`src/rtl/plab4_net_router_output_ctrl_tdm_sep_pkg.sv`:
```
// Shared router definitions: port indices, security-domain encoding and width helpers
// used by the TDM-separated output controller and its arbiter.
package plab4_net_router_output_ctrl_tdm_sep_pkg;

  localparam int ROUTE_PREV = 0;
  localparam int ROUTE_TERM = 1;
  localparam int ROUTE_NEXT = 2;
  localparam int NUM_PORTS  = 3;

  typedef enum logic {
    DOMAIN_0 = 1'b0,
    DOMAIN_1 = 1'b1
  } domain_e;

  // Bits needed to hold the values 0..n inclusive (credit counter width).
  function automatic int credit_nbits(input int n);
    return (n < 1) ? 1 : $clog2(n + 1);
  endfunction

  // Bits needed to count 0..n-1, never less than one bit.
  function automatic int clog2_min1(input int n);
    return (n <= 2) ? 1 : $clog2(n);
  endfunction

endpackage

```
`src/rtl/plab4_net_router_output_ctrl_tdm_sep_rr_arb3.sv`:
```
// Combinational 3-input round-robin arbiter: the first request found scanning
// ptr, ptr+1, ptr+2 (mod 3) wins; idx is 0 when nothing is granted.
module plab4_net_RoundRobinArb3
  import plab4_net_router_output_ctrl_tdm_sep_pkg::*;
(
  input  logic [2:0] reqs,
  input  logic [1:0] ptr,
  output logic [2:0] grants,
  output logic [1:0] idx
);

  always_comb begin
    // NOTE: every output gets a default before the scan so no path leaves it unassigned (no latch).
    grants = '0;
    idx    = '0;
    for (int k = 0; k < NUM_PORTS; k++) begin
      int i;
      i = (int'(ptr) + k) % NUM_PORTS;
      if (grants == '0 && reqs[i]) begin
        grants[i] = 1'b1;
        idx       = 2'(i);
      end
    end
  end

endmodule

```
`src/rtl/plab4_net_router_output_ctrl_tdm_sep.sv`:
```
// Per-output-port controller: round-robin arbitration restricted to the active TDM
// security domain, downstream credit tracking and the domain slot counter.
module plab4_net_router_output_ctrl_tdm_sep
  import plab4_net_router_output_ctrl_tdm_sep_pkg::*;
#(
  parameter int p_num_credits    = 2,
  parameter int p_num_free_nbits = 2,
  parameter int p_slot_len       = 4,
  parameter int p_tdm_en         = 1
)(
  input  logic                        clk,
  input  logic                        reset,
  input  logic                        reqs_p0,
  input  logic                        reqs_p1,
  input  logic                        reqs_p2,
  input  logic                        domain_p0,
  input  logic                        domain_p1,
  input  logic                        domain_p2,
  output logic                        grants_p0,
  output logic                        grants_p1,
  output logic                        grants_p2,
  output logic [1:0]                  xbar_sel,
  output logic                        out_val,
  input  logic                        out_rdy,
  input  logic                        credit_ret,
  output logic [p_num_free_nbits-1:0] num_free,
  output logic                        slot_domain
);

  localparam int c_cnt_nbits = clog2_min1(p_slot_len);
  localparam logic [p_num_free_nbits-1:0] c_max_free = p_num_free_nbits'(p_num_credits);
  localparam logic [c_cnt_nbits-1:0]      c_last_slot = c_cnt_nbits'(p_slot_len - 1);

  logic [1:0]             rr_ptr;
  logic [c_cnt_nbits-1:0] slot_cnt;
  logic [2:0]             reqs;
  logic [2:0]             domains;
  logic [2:0]             eligible;
  logic [2:0]             arb_grants;
  logic [1:0]             arb_idx;
  logic                   can_grant;
  logic                   xfer;

  assign reqs    = {reqs_p2, reqs_p1, reqs_p0};
  assign domains = {domain_p2, domain_p1, domain_p0};

  // Only the active-slot domain may compete, so the other domain cannot perturb grant timing.
  always_comb begin
    eligible = '0;
    for (int i = 0; i < NUM_PORTS; i++) begin
      eligible[i] = reqs[i] & ((p_tdm_en == 0) || (domains[i] == slot_domain));
    end
  end

  assign can_grant = !reset && (num_free != '0) && out_rdy;

  plab4_net_RoundRobinArb3 u_arb (
    .reqs   (eligible & {3{can_grant}}),
    .ptr    (rr_ptr),
    .grants (arb_grants),
    .idx    (arb_idx)
  );

  assign {grants_p2, grants_p1, grants_p0} = arb_grants;
  assign xbar_sel = arb_idx;
  assign out_val  = |arb_grants;
  assign xfer     = out_val & out_rdy;

  always_ff @(posedge clk) begin
    // NOTE: all control state is reset here; the block has no storage array that would skip reset.
    if (reset) begin
      rr_ptr      <= 2'(ROUTE_PREV);
      num_free    <= c_max_free;
      slot_cnt    <= '0;
      slot_domain <= DOMAIN_0;
    end else begin
      // NOTE: non-blocking updates so every register samples pre-edge values of the others.
      if (xfer) begin
        rr_ptr <= (arb_idx == 2'(ROUTE_NEXT)) ? 2'(ROUTE_PREV) : arb_idx + 2'd1;
      end

      if (xfer && !credit_ret) begin
        num_free <= num_free - p_num_free_nbits'(1);
      end else if (credit_ret && !xfer && (num_free != c_max_free)) begin
        num_free <= num_free + p_num_free_nbits'(1);
      end

      if (slot_cnt == c_last_slot) begin
        slot_cnt    <= '0;
        slot_domain <= ~slot_domain;
      end else begin
        slot_cnt <= slot_cnt + c_cnt_nbits'(1);
      end
    end
  end

endmodule

```
`config.mk`:
```
export PLATFORM = sky130hd
export DESIGN_NAME = plab4_net_router_output_ctrl_tdm_sep
export DESIGN_NICKNAME = d
export VERILOG_FILES = /design/src/rtl/plab4_net_router_output_ctrl_tdm_sep_pkg.sv /design/src/rtl/plab4_net_router_output_ctrl_tdm_sep_rr_arb3.sv /design/src/rtl/plab4_net_router_output_ctrl_tdm_sep.sv
export SDC_FILE = /design/constraint.sdc
export NUM_CORES = 1
export LEC_CHECK = 0
export ABC_AREA = 1
export CAP_MARGIN = 10
export CORE_ASPECT_RATIO = 1.25
export CORE_UTILIZATION = 49
export CTS_CLUSTER_DIAMETER = 200
export DETAILED_ROUTE_END_ITERATION = 10
export GPL_TIMING_DRIVEN = 0
export PLACE_DENSITY_LB_ADDON = 0.1
export SLEW_MARGIN = 20
export SYNTH_ARGS = -nofsm -noshare
export SYNTH_HDL_FRONTEND = slang
export SYNTH_SLANG_ARGS = --single-unit
export TNS_END_PERCENT = 20
```
`constraint.sdc`:
```
create_clock -name clk -period 2.6 [get_ports clk]
set_clock_uncertainty 0.1 [all_clocks]
set_input_delay 0.52 -clock clk [delete_from_list [all_inputs] [get_ports clk]]
set_output_delay 0.52 -clock clk [all_outputs]
set_load 0.03 [all_outputs]
```
## After elaboration in Yosys (flattened, before gate mapping)

Cells that the tools add are included.

- Add/sub/neg operators: 6
- Div/mod/pow operators: 3
- $lt $le $gt $ge: 6
- Eq/ne operators: 6
- Muxes and demuxes: 24
- Bitwise operators: 8
- Reduce and logical (&&, ||, !) cells: 19

Operators with widths:

| kind | count |
|---|---|
| 32-bit by 1-bit >= comparator with 1-bit output, second input constant | 3 |
| 32-bit by 4-bit less-than comparator with 1-bit output, second input constant | 3 |
| 32-bit by 3-bit remainder unit with 32-bit output, second input constant | 2 |
| 3-bit by 3-bit remainder unit with 32-bit output, second input constant | 1 |
| 2-bit 2-to-1 mux | 6 |
| 1-bit logical AND | 10 |
| 1-bit 2-to-1 mux | 9 |
| 3-bit 2-to-1 mux | 3 |
| 2-bit by 1-bit adder with 2-bit output, second input constant | 3 |
| 1-bit binary-select mux with 2-bit select | 3 |
| 1-bit demux with 2-bit select | 3 |
| 3-bit logical NOT | 2 |
| 3-bit OR | 2 |
| 1-bit AND | 4 |
| 2-bit equality test, second input constant | 2 |
| 2-bit nonzero test | 2 |
| 2-bit by 1-bit adder with 3-bit output, second input constant | 1 |
| 2-bit by 2-bit adder with 3-bit output, second input constant | 1 |
| 3-bit AND | 1 |
| 1-bit equality test | 3 |
| 1-bit logical NOT | 3 |
| 3-bit OR reduction | 1 |
| 2-bit != test, second input constant | 1 |
| 2-bit OR reduction | 1 |
| other kinds (2) | 2 |

- Register bits after elaboration: 7
- Input bits: 10
- Logic and storage cells: 76

## Logic depth before layout (Yosys ltp)

- Depth in word-level cells: 21
- Depth in mapped cells: 20
- Mapped depth without buffers: 20

## Modules after synthesis

A second synthesis with hierarchy kept.

- Cell total of the unflattened synthesis: 106
- Area, all modules: 689.4 um^2

By module, submodules not included:

| module | instances | cells an instance | area each (um^2) | sequential area each (um^2) |
|---|---|---|---|---|
| plab4_net_router_output_ctrl_tdm_sep | 1 | 52 | 390.4 | 140.1 |
| plab4_net_RoundRobinArb3 | 1 | 54 | 299.0 | 0.0 |

## Worst setup path before layout

Ideal clock, no wire load.

- Path kind: reg-to-output
- From: register num_free[0]
- To: output xbar_sel[0]
- Arrival: 2110 ps
- Setup slack: -130 ps
- Cell stages (with the launch flop): 12
- Path buffers: 1
- Path through: dfxtp_1 -> nor2_1 -> nor2_4 -> buf_6 -> nand3_2 -> nand3_1 -> nand2_2 -> nand2_2 -> o21bai_4 -> nor2_4 -> nand2_1 -> o21ai_1

- Word-level cells in the longest chain between the ends: 14
- Elaborated cells between the ends (all ways): 23
- Those cells by class: mux: 14; bitwise: 2; reduce/logical: 7

Ends and longest elaborated chain:

| item | RTL line | source |
|---|---|---|
| start: declaration | plab4_net_router_output_ctrl_tdm_sep.sv:26 | `output logic [p_num_free_nbits-1:0] num_free,` |
| start signal: assignment | plab4_net_router_output_ctrl_tdm_sep.sv:73 | `num_free <= c_max_free;` |
| start signal: assignment | plab4_net_router_output_ctrl_tdm_sep.sv:83 | `num_free <= num_free - p_num_free_nbits'(1);` |
| start signal: assignment | plab4_net_router_output_ctrl_tdm_sep.sv:85 | `num_free <= num_free + p_num_free_nbits'(1);` |
| 2-bit nonzero test * | plab4_net_router_output_ctrl_tdm_sep.sv:55 | `assign can_grant = !reset && (num_free != '0) && out_rdy;` |
| 1-bit logical AND * (2 in series) | plab4_net_router_output_ctrl_tdm_sep.sv:55 |  |
| 3-bit AND * | plab4_net_router_output_ctrl_tdm_sep.sv:58 | `.reqs (eligible & {3{can_grant}}),` |
| 1-bit binary-select mux with 2-bit select | plab4_net_router_output_ctrl_tdm_sep_rr_arb3.sv:19 | `if (grants == '0 && reqs[i]) begin` |
| 1-bit 2-to-1 mux (not written as such) (2 in series) | plab4_net_router_output_ctrl_tdm_sep_rr_arb3.sv:19 |  |
| 3-bit 2-to-1 mux | plab4_net_router_output_ctrl_tdm_sep_rr_arb3.sv:19 |  |
| 3-bit logical NOT | plab4_net_router_output_ctrl_tdm_sep_rr_arb3.sv:19 |  |
| 1-bit logical AND | plab4_net_router_output_ctrl_tdm_sep_rr_arb3.sv:19 |  |
| 3-bit 2-to-1 mux | plab4_net_router_output_ctrl_tdm_sep_rr_arb3.sv:19 |  |
| 3-bit logical NOT | plab4_net_router_output_ctrl_tdm_sep_rr_arb3.sv:19 |  |
| 1-bit logical AND | plab4_net_router_output_ctrl_tdm_sep_rr_arb3.sv:19 |  |
| 2-bit 2-to-1 mux * | plab4_net_router_output_ctrl_tdm_sep_rr_arb3.sv:19 |  |
| end: declaration | plab4_net_router_output_ctrl_tdm_sep.sv:22 | `output logic [1:0] xbar_sel,` |

Mark *: on every way between the ends. The rest lies on a longest branch, timed or not. The select of a mux whose other input is x is not followed.

## Final worst setup path

- From: input reset
- To: output out_val

- Word-level cells in the longest chain between the ends: 15
- Elaborated cells between the ends (all ways): 23
- Those cells by class: mux: 12; bitwise: 3; reduce/logical: 8

Ends and longest elaborated chain:

| item | RTL line | source |
|---|---|---|
| start: declaration | plab4_net_router_output_ctrl_tdm_sep.sv:12 | `input logic reset,` |
| 1-bit logical NOT * | plab4_net_router_output_ctrl_tdm_sep.sv:55 |  |
| 1-bit logical AND * (2 in series) | plab4_net_router_output_ctrl_tdm_sep.sv:55 |  |
| 3-bit AND * | plab4_net_router_output_ctrl_tdm_sep.sv:58 |  |
| 1-bit binary-select mux with 2-bit select | plab4_net_router_output_ctrl_tdm_sep_rr_arb3.sv:19 |  |
| 1-bit 2-to-1 mux (not written as such) (2 in series) | plab4_net_router_output_ctrl_tdm_sep_rr_arb3.sv:19 |  |
| 3-bit 2-to-1 mux | plab4_net_router_output_ctrl_tdm_sep_rr_arb3.sv:19 |  |
| 3-bit logical NOT | plab4_net_router_output_ctrl_tdm_sep_rr_arb3.sv:19 |  |
| 1-bit logical AND | plab4_net_router_output_ctrl_tdm_sep_rr_arb3.sv:19 |  |
| 3-bit 2-to-1 mux | plab4_net_router_output_ctrl_tdm_sep_rr_arb3.sv:19 |  |
| 3-bit logical NOT | plab4_net_router_output_ctrl_tdm_sep_rr_arb3.sv:19 |  |
| 1-bit logical AND | plab4_net_router_output_ctrl_tdm_sep_rr_arb3.sv:19 |  |
| 3-bit 2-to-1 mux * | plab4_net_router_output_ctrl_tdm_sep_rr_arb3.sv:19 |  |
| 3-bit OR reduction * | plab4_net_router_output_ctrl_tdm_sep.sv:66 | `assign out_val = \|arb_grants;` |
| end: declaration | plab4_net_router_output_ctrl_tdm_sep.sv:23 | `output logic out_val,` |

Marked as above.

==> results_dict.tcl <==
set metrics [dict create \
    cp_cell_sequence "buf_12, clkinv_8, nand2_4, nor2_4, buf_6, buf_4, nand3_4, nand3_4, nand2_4, nand4_1, nand2_2, nor2_4, nand3_2, nand2_2, inv_2, nand2_4, buf_6" \
    timing.fmax_mhz 361.1 \
    grt_antenna_before_repair 0 \
    multiInputGateArea_um2 730.7 \
    setup_ws_ns -0.1693 \
    vias_per_cell 5.418 \
    nets 175 \
    finalInstanceArea_um2 1375 \
    ir_drop_uv 734.9 \
    yosys.area.top_type "dfxtp_1" \
    wl_per_cell_um 14.80 \
    layout_common_cells "21 x buf_4, 16 x nand2_1, 10 x nand2_2" \
    rsz0062_at_grt "yes" \
    grt_pass1_wl_um 3305 \
    drive_above_1_share_pct 60.38 \
    finalWirelength_um 2620 \
    clk_pin_slew_ns 0.05 \
    dp_hpwl_um 1332 \
    yosys.area.top_type_share_pct 17.31 \
    reg2reg_to "num_free[0]$_SDFFE_PP0P_" \
    first_iter_violations 18 \
    root_buffer "clkbuf_4" \
    grt_usage_pct 26.02 \
    regArea_um2 158.9 \
    powerDensity_nw_per_um2 781.1 \
    cts_hold_buf 0 \
    cp.required_ns 1.98 \
    endpoint_kind "primary output" \
    area_growth_pct 69.86 \
    switching_share_pct 49.04 \
    insertion_delay_ns 0.24 \
    dpl_cell_area_um2 1016 \
    syn_nets 131 \
    antenna_cells 0 \
    core_region_area_um2 1562 \
    crit_end "out_val" \
    finalHoldViolCount 0 \
    period_share_pct 106.5 \
    synthesis.area_um2 809.5 \
    ff2ff_path_depth 20 \
    slew_viol_final 0 \
    drc 0 \
    cp_num_buf_inv 6 \
    routabilityCongestion 0.7488 \
    yosys.cell_types.count 25 \
    cp_top_family "simple AND/OR/NAND/NOR gates" \
    via_count 959 \
    fillCellCount 85 \
    syn_avg_cell_area_um2 6.979 \
    ant_nets 0 \
    htree_levels 1 \
    cts_max_path_buffers 2 \
    worst_pin_slew_ns 0.3032 \
    intPower_mw 0.5474 \
    fp.dieW_um 38.36 \
    finalPower_mw 1.074 \
    power_switching_mw 0.5267 \
    worstSetupStartpointType "input pin" \
    io_pins 19 \
    period_minus_slack_ns 2.769 \
    drt-pass1-iter-count 4 \
    grt_remaining_overflow 0 \
    final_common_cell "buf_4" \
    path_common_cell "nand2_4" \
    setup_viol 6 \
    numCtsBuffers 3 \
    p_clk_share_pct 8.8 \
    cts_tree "built" \
    r2r_start "rr_ptr[1]$_SDFFE_PP0P_" \
    crit_arrival_ns 2.15 \
    crit_start "reset" \
    grt_start_max_net_pins 9 \
    port_buffers 18 \
    relSlewSlack_pct 79.72 \
    violations "negative setup slack" \
    start_util_pct 51.84 \
    critPathMaxFanout 8 \
    fp.dieH_um 47.45 \
    worstSetupPathDepth 17 \
    ys_warn_count 0 \
    critical_path.slowest_cell "nor2_4" \
    p_leak_nw 0.6467 \
    p_comb_share_pct 75.9 \
    max_stage_delay_ns 0.16 \
    min-delay-path-class "reg2reg" \
    ys_seq_area_share_pct 17.31 \
    regToRegSetupSlack_ns 0.14 \
    cts.sinks 7 \
    synthCells 116 \
    drv_cap 0 \
    core.rowCount 16 \
    grt_pass1_vias 801 \
    die-area_um2 1820 \
    p_seq_share_pct 15.3 \
    synthTopCellsByArea "dfxtp_1 17%, nand2_1 9.3%, ha_1 7.7%, nand3_2 7.4%, nand2_2 7.0%" \
    ys_ff_latch 7 \
    outcome "finished with violations" \
    criticalPathCategory "in2out" \
]
==> power by group through the flow <==
stage | clock network (mW) | logic [mW] | registers (mW)
2_1_floorplan | 0 | 0.387 | 0.163
3_3_place_gp | 0 | 0.540 | 0.150
3_5_place_dp | 0 | 0.550 | 0.151
4_1_cts | 0.100 | 0.682 | 0.157
5_1_grt | 0.103 | 0.866 | 0.167
6_report | 0.0943 | 0.815 | 0.164
==> synth_stat cells, drive strengths merged <==
cell type	instances
nand2	31
a32oi	1
inv	19
buf	1
nor3b	1
o21bai	1
xnor2	1
nand3	15
o31ai	1
nor3	1
dfxtp	7
nor2	21
ha	5
a21oi	1
nand4	6
o21ai	4
==> per-layer routing <==
layer  GRT usage [%]  vias to the layer above  wire (um)
met5               0                        -          0
met4           11.72                        0         23
met3           3.256                        4         47
met2           49.49                       20       1602
met1           28.53                      473        946
li1                -                      462          -
==> logic make-up (layout without fill, tap and decap cells) <==
family,after synthesis,count (layout),share of synthesized area [%]
xor gates and xnor gates,1,1,1.082
AOI/OAI and AO/OA,8,8,7.419
buffers and inverters,20,63,10.20
and+or+nand+nor,75,75,56.26
adders and majority gates,5,5,7.728
DFF,7,7,17.31
==> metrics by stage <==
| step | instances | setup slack, ns | util [%] | hold WS, ns | TNS, ns |
|---|---|---|---|---|---|
| floorplan | 116 | -0.03638 | - | 0.3003 | -0.03638 |
| global placement | 152 | -1.121 | 65.06 | 0.3114 | -7.296 |
| detailed placement | 152 | -1.183 | 65.06 | 0.3171 | -7.994 |
| CTS | 169 | -0.1494 | 77.72 | 0.3217 | -0.5437 |
| global route | 177 | -0.2714 | 88.06 | 0.3557 | -1.312 |
| finish | 177 | -0.1693 | 88.06 | 0.3319 | -0.7079 |
==> final cells by class <==
type                    instances  area share (%)
repair buffers                 39           24.11
multi-input cells              89           53.14
inverters                      19           6.824
well taps                      18           1.638
plain buffers                   1          0.8189
flip-flops and latches          7           11.56
clock buffers                   4           1.911
==> flip-flops by register name, indices dropped and copies added (netlist names) <==
signal	cells
num_free	2
rr_ptr	2
slot_cnt	2
slot_domain	1
==> repair_timing <==
action,4_1_cts,5_1_grt
pin swaps,24,29
setup endpoints to repair,10,10
resized for setup,89,27
hold endpoints to repair,0,0
buffers inserted,13,8
==> how the worst min path moves through the flow <==
stage / from / end / slack [ns] / depth (start not counted)
detailed placement: slot_cnt[0]$_SDFF_PP0_ / slot_cnt[0]$_SDFF_PP0_ / 0.32 / 1
floorplan: slot_cnt[0]$_SDFF_PP0_ / slot_cnt[0]$_SDFF_PP0_ / 0.30 / 1
CTS: slot_cnt[0]$_SDFF_PP0_ / slot_cnt[0]$_SDFF_PP0_ / 0.32 / 1
global placement: slot_cnt[0]$_SDFF_PP0_ / slot_cnt[0]$_SDFF_PP0_ / 0.31 / 1
finish: slot_cnt[0]$_SDFF_PP0_ / slot_cnt[0]$_SDFF_PP0_ / 0.33 / 1
global route: slot_cnt[0]$_SDFF_PP0_ / slot_cnt[0]$_SDFF_PP0_ / 0.36 / 1
(Power assumes the default switching activity.)
